[config.mk]
export PLATFORM = sky130hd
export DESIGN_NAME = seq_divider
export DESIGN_NICKNAME = d
export VERILOG_FILES = /design/src/rtl/seq_divider_pkg.sv /design/src/rtl/seq_divider_addsub.sv /design/src/rtl/seq_divider.sv
export SDC_FILE = /design/constraint.sdc
export NUM_CORES = 1
export LEC_CHECK = 0
export CELL_PAD_IN_SITES_DETAIL_PLACEMENT = 1
export CELL_PAD_IN_SITES_GLOBAL_PLACEMENT = 1
export CORE_MARGIN = 10
export CORE_UTILIZATION = 38
export CTS_CLUSTER_SIZE = 14
export DETAILED_ROUTE_END_ITERATION = 7
export PLACE_DENSITY_LB_ADDON = 0.1
export SETUP_SLACK_MARGIN = 0.02
export SYNTH_ARGS = -nofsm -noshare
export SYNTH_HDL_FRONTEND = slang
export SYNTH_SLANG_ARGS = --single-unit
[constraint.sdc]
create_clock -name clk -period 6.1 [get_ports clk]
set_input_delay 0.61 -clock clk [delete_from_list [all_inputs] [get_ports clk]]
set_output_delay 0.61 -clock clk [all_outputs]
set_load 0.02 [all_outputs]
[src/rtl/seq_divider_pkg.sv]
// Shared types and constants for the sequential signed divider.
package seq_divider_pkg;

    // Default operand width of the divider.
    localparam int unsigned DIV_W = 16;

    // Width of an iteration counter able to count 0 .. w-1.
    function automatic int unsigned cnt_width(input int unsigned w);
        return (w > 1) ? $clog2(w) : 1;
    endfunction

    localparam int unsigned CNT_W = cnt_width(DIV_W);

    // Most negative value at the default width; its magnitude is 2^(W-1).
    localparam logic [DIV_W-1:0] MIN_NEG = {1'b1, {(DIV_W-1){1'b0}}};

    typedef enum logic [1:0] {
        StIdle,
        StCalc,
        StFix,
        StDone
    } div_state_e;

endpackage

[src/rtl/seq_divider_addsub.sv]
// Ripple adder/subtractor: s = a + (b ^ {W{c0}}) + c0, so c0 = 1 subtracts.
module seq_divider_addsub #(
    parameter int unsigned W = 16
) (
    input  logic [W-1:0] a,
    input  logic [W-1:0] b,
    input  logic         c0,
    output logic [W-1:0] s
);

    logic [W-1:0] b_x;
    logic [W:0]   carry;

    // Bitwise full-adder chain with the operand conditionally inverted.
    always_comb begin
        b_x      = b ^ {W{c0}};
        carry    = '0;
        carry[0] = c0;
        s        = '0;
        for (int i = 0; i < int'(W); i++) begin
            s[i]       = a[i] ^ b_x[i] ^ carry[i];
            carry[i+1] = (a[i] & b_x[i]) | (carry[i] & (a[i] ^ b_x[i]));
        end
    end

endmodule

[src/rtl/seq_divider.sv]
// Multi-cycle signed divider: one restoring step per clock on operand magnitudes,
// then a single sign-correction cycle. Truncates toward zero; remainder follows dividend.
module seq_divider
    import seq_divider_pkg::*;
#(
    parameter int unsigned W = DIV_W
) (
    input  logic         clk,
    input  logic         rst_n,
    input  logic         start,
    input  logic [W-1:0] A,
    input  logic [W-1:0] B,
    output logic         busy,
    output logic         done,
    output logic [W-1:0] Q,
    output logic [W-1:0] Rem,
    output logic         dz,
    output logic         ovf
);

    localparam int unsigned CntW = cnt_width(W);
    localparam logic [W-1:0] MinNeg = {1'b1, {(W-1){1'b0}}};
    localparam logic [CntW-1:0] LastIter = CntW'(W - 1);

    div_state_e    state_q;
    // Holds |A| and shifts left each step; quotient bits enter at the LSB,
    // so after W steps it holds the quotient magnitude.
    logic [W-1:0]  a_q;
    logic [W-1:0]  b_q;
    // Partial remainder; after an accepted step it is always below |B|, so the
    // W+1th bit of P is never set between steps and is not stored.
    logic [W-1:0]  p_q;
    logic [CntW-1:0] cnt_q;
    logic          sign_a_q;
    logic          sign_b_q;
    logic          ovf_pend_q;

    logic [W-1:0]  abs_a;
    logic [W-1:0]  abs_b;
    logic [W:0]    p_shift;
    logic [W:0]    trial;
    logic [W-1:0]  neg_quo;
    logic [W-1:0]  neg_rem;

    // Magnitudes as W-bit unsigned; |MinNeg| maps onto itself, which is correct.
    assign abs_a   = A[W-1] ? (~A + W'(1)) : A;
    assign abs_b   = B[W-1] ? (~B + W'(1)) : B;

    assign p_shift = {p_q, a_q[W-1]};

    seq_divider_addsub #(
        .W (W + 1)
    ) u_trial_sub (
        .a  (p_shift),
        .b  ({1'b0, b_q}),
        .c0 (1'b1),
        .s  (trial)
    );

    seq_divider_addsub #(
        .W (W)
    ) u_neg_quo (
        .a  ('0),
        .b  (a_q),
        .c0 (1'b1),
        .s  (neg_quo)
    );

    seq_divider_addsub #(
        .W (W)
    ) u_neg_rem (
        .a  ('0),
        .b  (p_q),
        .c0 (1'b1),
        .s  (neg_rem)
    );

    // Control FSM with registered outputs; results only update on entry to StDone.
    always_ff @(posedge clk) begin
        if (!rst_n) begin
            state_q    <= StIdle;
            busy       <= 1'b0;
            done       <= 1'b0;
            Q          <= '0;
            Rem        <= '0;
            dz         <= 1'b0;
            ovf        <= 1'b0;
            a_q        <= '0;
            b_q        <= '0;
            p_q        <= '0;
            cnt_q      <= '0;
            sign_a_q   <= 1'b0;
            sign_b_q   <= 1'b0;
            ovf_pend_q <= 1'b0;
        end else begin
            done <= 1'b0;
            unique case (state_q)
                StIdle: begin
                    if (start) begin
                        if (B == '0) begin
                            Q       <= '1;
                            Rem     <= A;
                            dz      <= 1'b1;
                            ovf     <= 1'b0;
                            done    <= 1'b1;
                            state_q <= StDone;
                        end else begin
                            a_q        <= abs_a;
                            b_q        <= abs_b;
                            p_q        <= '0;
                            cnt_q      <= '0;
                            sign_a_q   <= A[W-1];
                            sign_b_q   <= B[W-1];
                            ovf_pend_q <= (A == MinNeg) && (B == '1);
                            busy       <= 1'b1;
                            state_q    <= StCalc;
                        end
                    end
                end
                StCalc: begin
                    // Negative trial result means |B| did not fit: keep P.
                    if (!trial[W]) begin
                        p_q <= trial[W-1:0];
                    end else begin
                        p_q <= p_shift[W-1:0];
                    end
                    a_q   <= {a_q[W-2:0], ~trial[W]};
                    cnt_q <= cnt_q + CntW'(1);
                    if (cnt_q == LastIter) begin
                        state_q <= StFix;
                    end
                end
                StFix: begin
                    Q       <= (sign_a_q ^ sign_b_q) ? neg_quo : a_q;
                    Rem     <= sign_a_q ? neg_rem : p_q;
                    dz      <= 1'b0;
                    ovf     <= ovf_pend_q;
                    busy    <= 1'b0;
                    done    <= 1'b1;
                    state_q <= StDone;
                end
                StDone: begin
                    state_q <= StIdle;
                end
                default: begin
                    state_q <= StIdle;
                end
            endcase
        end
    end

endmodule

# --- Word-level counts from Yosys, hierarchy flattened ---
# Cells that the tools add are included.
totals:
  ff_bits: 93
  latch_bits: 0
  ram_bits: 0
  mem_bits_ro: 0
  output_inout_bits: 36
  mem_count: 0
op_classes:
  add_sub_neg: 3
  multipliers: 0
  div_mod_pow: 0
  order_cmp: 0
  n_eq_ne: 10
  shift: 0
  n_mux: 36
  bitwise_logic: 149
  n_reduce_logical: 10
ops:
  columns: ["cell", "n"]
  rows:
  - ["16-bit 2-to-1 mux", 13]
  - ["16-bit one-hot mux with 2 select lines", 4]
  - ["16-bit NOT", 4]
  - ["1-bit bitwise XOR", 64]
  - ["1-bit bitwise AND", 59]
  - ["16-bit by 1-bit adder with 16-bit output (second input constant)", 2]
  - ["16-bit equality test (second input constant)", 2]
  - ["16-bit NOT with 17-bit output", 1]
  - ["16-bit zero test", 1]
  - ["1-bit OR", 16]
  - ["3-bit AND reduction", 4]
  - ["1-bit 2-to-1 mux", 8]
  - ["4-bit 2-to-1 mux", 2]
  - ["2-bit inequality test (second input constant)", 4]
  - ["1-bit one-hot mux with 2 select lines", 4]
  - ["2-bit one-hot mux with 4 select lines", 1]
  - ["4-bit one-hot mux with 2 select lines", 1]
  - ["2-bit 2-to-1 mux", 3]
  - ["1-bit NOT", 5]
  - ["4-bit by 1-bit adder with 4-bit output (second input constant)", 1]
  - ["2-bit equality test (second input constant)", 2]
  - ["4-bit equality test (second input constant)", 1]
  - ["2-bit nonzero test", 2]
  - ["2-bit by 1-bit equality test with 1-bit output (second input constant)", 1]
  - ["3 further kinds", 3]

# --- Logic depth before layout (Yosys ltp) ---
depth:
  ltp_word: 36
  mapped_depth: 25
  ltp_nobuf: 24

# --- By module ---
# From an unflattened synthesis, not the netlist that was laid out.
hier_totals:
  hier_cells: 794
  hier_area_um2: 6839.1
by_module_without_submodules:
  columns: ["mod", "n_inst", "cells_each", "area_per_inst_um2", "seq_area_each_um2"]
  rows:
  - ["seq_divider", 1, 604, 5042.3, 1861.8]
  - ["seq_divider_addsub (u_trial_sub)", 1, 66, 620.6, 0.0]
  - ["seq_divider_addsub (u_neg_quo)", 1, 62, 591.8, 0.0]
  - ["seq_divider_addsub (u_neg_rem)", 1, 62, 584.3, 0.0]

# --- Least setup slack after synthesis ---
# Ideal clock, no wire load.
synth_timing:
  path_type: "reg-to-reg"
  startpoint: "register a_q[15]"
  endpoint: "register p_q[6]"
  t_arrival_ns: 6.485
  t_required_ns: 6.030
  slack_ns: -0.456
  path_stages_with_launch: 26
  synth_period_minus_slack_ns: 6.556
  cell_sequence: "dfxtp_1 -> inv_1 -> ha_1 -> fa_1 -> fa_1 -> inv_1 -> fa_1 -> fa_1 -> fa_1 -> fa_1 -> fa_1 -> fa_1 -> fa_1 -> fa_1 -> fa_1 -> fa_1 -> fa_1 -> fa_1 -> inv_1 -> fa_1 -> xnor2_1 -> clkbuf_1 -> nand2_1 -> o21ai_0 -> nand3_1 -> a21oi_1"
synth_via:
  elab_chain_len: 35
  word_cells_on_any_way: 37
  classes_between: "mux: 2; bitwise: 35"
synth_lines:
  columns: ["element", "line", "source"]
  rows:
  - ["start: declaration", "seq_divider.sv:28", "logic [W-1:0] a_q;"]
  - ["start signal: assignment", "seq_divider.sv:108", "a_q <= abs_a;"]
  - ["start signal: assignment", "seq_divider.sv:127", "a_q <= {a_q[W-2:0], ~trial[W]};"]
  - ["1-bit bitwise AND or 1-bit bitwise XOR (tied branches)", "seq_divider_addsub.sv:22", "carry[i+1] = (a[i] & b_x[i]) | (carry[i] & (a[i] ^ b_x[i]));"]
  - ["1-bit OR *", "seq_divider_addsub.sv:22", null]
  - ["1-bit bitwise AND *", "seq_divider_addsub.sv:22", null]
  - ["1-bit OR *", "seq_divider_addsub.sv:22", null]
  - ["1-bit bitwise AND *", "seq_divider_addsub.sv:22", null]
  - ["1-bit OR *", "seq_divider_addsub.sv:22", null]
  - ["1-bit bitwise AND *", "seq_divider_addsub.sv:22", null]
  - ["1-bit OR *", "seq_divider_addsub.sv:22", null]
  - ["[19 not listed]", null, null]
  - ["1-bit OR", "seq_divider_addsub.sv:22", null]
  - ["1-bit bitwise AND", "seq_divider_addsub.sv:22", null]
  - ["1-bit OR", "seq_divider_addsub.sv:22", null]
  - ["1-bit bitwise AND", "seq_divider_addsub.sv:22", null]
  - ["1-bit OR", "seq_divider_addsub.sv:22", null]
  - ["1-bit bitwise XOR", "seq_divider_addsub.sv:21", "s[i] = a[i] ^ b_x[i] ^ carry[i];"]
  - ["16-bit 2-to-1 mux *", "seq_divider.sv:122", "if (!trial[W]) begin"]
  - ["16-bit one-hot mux with 2 select lines *", "seq_divider.sv:97", "unique case (state_q)"]
  - ["end signal: assignment", "seq_divider.sv:123", "p_q <= trial[W-1:0];"]
  - ["end signal: assignment", "seq_divider.sv:125", "p_q <= p_shift[W-1:0];"]
  - ["end: declaration", "seq_divider.sv:32", "logic [W-1:0] p_q;"]
# Mark *: on every way between the ends. The rest lies on a longest branch, timed or not.
# A chain may end at the register's enable or synchronous reset.

# --- Worst setup path in the final report ---
layout_timing:
  startpoint: "register a_q[15]"
  endpoint: "register p_q[9]"
layout_via:
  elab_chain_len: 35
  word_cells_on_any_way: 37
  classes_between: "mux: 2; bitwise: 35"
layout_lines:
  columns: ["element", "line"]
  rows:
  - ["1-bit bitwise AND or 1-bit bitwise XOR (tied branches)", "seq_divider_addsub.sv:22"]
  - ["1-bit OR *", "seq_divider_addsub.sv:22"]
  - ["1-bit bitwise AND *", "seq_divider_addsub.sv:22"]
  - ["1-bit OR *", "seq_divider_addsub.sv:22"]
  - ["1-bit bitwise AND *", "seq_divider_addsub.sv:22"]
  - ["1-bit OR *", "seq_divider_addsub.sv:22"]
  - ["1-bit bitwise AND *", "seq_divider_addsub.sv:22"]
  - ["1-bit OR *", "seq_divider_addsub.sv:22"]
  - ["[19 not listed]", null]
  - ["1-bit OR", "seq_divider_addsub.sv:22"]
  - ["1-bit bitwise AND", "seq_divider_addsub.sv:22"]
  - ["1-bit OR", "seq_divider_addsub.sv:22"]
  - ["1-bit bitwise AND", "seq_divider_addsub.sv:22"]
  - ["1-bit OR", "seq_divider_addsub.sv:22"]
  - ["1-bit bitwise XOR", "seq_divider_addsub.sv:21"]
  - ["16-bit 2-to-1 mux *", "seq_divider.sv:122"]
  - ["16-bit one-hot mux with 2 select lines *", "seq_divider.sv:97"]
# Marked as above.

==> results.json <==
{
  "clock-sinks": 93,
  "dpl_cell_area_um2": 6620,
  "synth_top_area_cell": "dfxtp_1",
  "fin_worst_skew_ps": 7.03,
  "final_cell_area_um2": 7140,
  "final_common_cell": "dfxtp_1",
  "synth_top_area_frac": 0.328,
  "arrival_ps": 6540,
  "rows": 44,
  "fin_ws_ps": -159,
  "clk_root_buffer_cell": "clkbuf_16",
  "yosys_register_bits": 93,
  "hold-path-cell-count": 2,
  "end_kind": "flip-flop",
  "drive_gt1_frac": 0.112,
  "async_flop_share": 0,
  "cts-htree-levels": 3,
  "antenna_found_initial": 1,
  "vias_per_cell": 5.64,
  "synthToLayoutAreaGrowth_pct": 25.6,
  "place_congestion": 0.827,
  "core_area_um2": 14600,
  "fmax_ghz": 0.160,
  "syn_inst": 684,
  "synth-edff-count": 0,
  "cts_buffers": 9,
  "clock_latency_ps": 350,
  "synth.avg_cell_area_um2": 8.31,
  "grt_max_degree": 50,
  "yosysSeqAreaShare": 0.328,
  "cts_tree": "built",
  "vias": 5216,
  "drt_iter0_drc": 204,
  "antenna_cells": 0,
  "synth.distinct_cells": 52,
  "syn_nets": 770,
  "yosysWarnings": 0,
  "cap_violations": 0,
  "slew_violations": 0,
  "die_x_um": 142,
  "dr.pass1.iters": 4,
  "whs_ps": 460,
  "overflow": 0,
  "synth.area.top_cells": "dfxtp_1, ha_1, nand2_1, fa_1, a21oi_1",
  "ir_worst_vdd_v": 0.000168,
  "cp-start-kind": "flip-flop",
  "finalSetupViolations": 17,
  "dieArea_um2": 20200,
  "hold_path.startpoint": "a_q[5]$_SDFFE_PN0P_",
  "clk_path_buf_depth": 2,
  "critPathRequiredTime_ps": 6390,
  "worstPathMaxFanout": 5,
  "port-buffer-count": 70,
  "rsz0062_at_grt": "true",
  "rr_endpoint": "p_q[9]$_SDFFE_PN0P_",
  "min_path_type": "reg -> reg",
  "status": "complete, but fails checks",
  "final_cell_mix": "dfxtp_1, nand2_1, clkdlybuf4s50_1, inv_1, a21oi_1",
  "num_io_pins": 71,
  "fp.dieH_um": 142,
  "path_class": "reg -> reg",
  "layout.nets": 822,
  "drt-total-wl_um": 17800,
  "tightest_slew_ps": 1130,
  "synth_flop_cell": "dfxtp_1",
  "violations": "setup timing",
  "syn_area_um2": 5680,
  "pre_cts_slack_ps": -246,
  "track_usage": 0.175,
  "max-slew-margin-rel": 0.242,
  "dp_hpwl_um": 12900,
  "initial_core_util": 0.389,
  "p_per_area_nw_per_um2": 408,
  "crit-reg2reg-launch": "a_q[15]$_SDFFE_PN0P_",
  "ant_nets": 0,
  "grt_pass1_wl_um": 28900,
  "clkTransAtPathRegs_ps": 70,
  "finalHoldViolations": 0,
  "r2r_cells": 25,
  "p_leak_uw": 0.00253,
  "finalCriticalPeriod_ps": 6260,
  "grt_pass1_vias": 5486,
  "min_to": "a_q[5]$_SDFFE_PN0P_",
  "r2r_slack_ps": -160,
  "wl_per_cell_um": 19.3,
  "drc": 0,
  "cts_hold_buf": 0,
  "period_share": 1.03
}
-- area by class of cell --
cell class                 count  area, um^2
clock buffer                   9         225
clock inverter                 7         121
fill                        1692        7450
inverter                      61         229
multi-input combinational    480        3540
sequential                    93        1860
tap                          184         230
timing repair buffer          91         928
-- flip-flops by register name, summed over array words and instances (netlist names), 2 cells and up --
| signal | flops |
|---|---|
| b_q | 16 |
| p_q | 16 |
| a_q | 16 |
| state_q | 2 |
| Rem | 16 |
| Q | 16 |
| cnt_q | 4 |
-- worst max path at each step --
stage                         start              endpoint  slack (ps)
2_1_floorplan  a_q[15]$_SDFFE_PN0P_  p_q[14]$_SDFFE_PN0P_          60
3_3_place_gp   a_q[15]$_SDFFE_PN0P_  p_q[14]$_SDFFE_PN0P_         -90
3_5_place_dp    b_q[0]$_SDFFE_PN0P_  p_q[13]$_SDFFE_PN0P_        -250
4_1_cts        a_q[15]$_SDFFE_PN0P_   p_q[5]$_SDFFE_PN0P_        -190
5_1_grt        a_q[15]$_SDFFE_PN0P_   p_q[8]$_SDFFE_PN0P_        -340
6_report       a_q[15]$_SDFFE_PN0P_   p_q[9]$_SDFFE_PN0P_        -160
-- Yosys cell counts, types with 3 or more instances --
| library cell | count |
|---|---|
| nand2b_1 | 4 |
| o211a_1 | 3 |
| o311a_1 | 14 |
| a21oi_1 | 46 |
| a211oi_1 | 9 |
| nand2_1 | 87 |
| nand4_1 | 8 |
| buf_1 | 3 |
| o41ai_1 | 3 |
| xor2_1 | 9 |
| a31oi_1 | 3 |
| nor4_1 | 6 |
| o31ai_1 | 7 |
| fa_1 | 15 |
| clkbuf_1 | 39 |
| or4_1 | 3 |
| dfxtp_1 | 93 |
| o32ai_1 | 3 |
| o211ai_1 | 11 |
| nor2_1 | 39 |
| buf_2 | 8 |
| nand3_1 | 19 |
| o21ai_0 | 45 |
| ha_1 | 36 |
| xnor2_1 | 17 |
| a2bb2oi_1 | 14 |
| o2111ai_1 | 4 |
| a311oi_1 | 17 |
| o22ai_1 | 4 |
| nor3_1 | 5 |
| mux2i_1 | 20 |
| nor3b_1 | 3 |
| inv_1 | 61 |
-- metal layers --
metal | part of all wire | global-route usage | vias to the layer above
li1 | - | - | 2551
met1 | 0.49 | 0.238 | 2557
met2 | 0.46 | 0.276 | 93
met3 | 0.042 | 0.0314 | 15
met4 | 0.011 | 0.0500 | 0
met5 | 0 | 0 | -
-- worst max-delay path, stage by stage (launching register included) --
cell	delay (ps)
dfxtp_2	330
inv_2	60
ha_4	120
fa_2	180
fa_2	190
inv_2	40
fa_2	330
fa_2	360
fa_2	350
fa_2	360
fa_2	340
fa_2	350
fa_2	340
fa_2	350
fa_2	350
fa_2	350
fa_2	360
fa_2	340
inv_2	60
fa_2	240
xnor2_4	110
buf_12	160
clkbuf_16	150
o21ai_1	130
nand3_1	90
a21oi_1	150
-- report_power, final --
part	internal, uW	total (uW)	switching, uW
sequential	735	828	93.0
combinational	607	1420	812
clock	403	667	264
total	1740	2910	1170
-- through the flow --
step	utilization	TNS [ps]	total power (uW)	cells
final	0.489	-1820	2910	925
after global routing	0.489	-5120	3140	925
after CTS	0.481	-2440	2870	923
after detailed placement	0.454	-2810	2150	904
after global placement	0.454	-1010	2100	904
after floorplan	-	0	1710	684
-- what timing repair did --
| item | CTS | global route |
|---|---|---|
| pin swaps | 1 | 15 |
| buffers inserted | 2 | 1 |
| gates resized for setup | 9 | 30 |
| endpoints found under the setup margin | 17 | 17 |
| gates cloned | 1 | 1 |
-- kinds of logic (layout without fill, tap and decap cells) --
group / Yosys count / count (layout) / share of synthesized area
AO/OA/AOI/OAI: 197 / 197 / 0.239
AND/OR/NAND/NOR: 186 / 186 / 0.150
buffers and inverters: 111 / 168 / 0.0751
flip-flops: 93 / 93 / 0.328
adder cells (fa/ha/maj): 51 / 51 / 0.132
XOR/XNOR: 26 / 26 / 0.0401
multiplexers: 20 / 20 / 0.0352
Power figures use the tool's default switching activity.
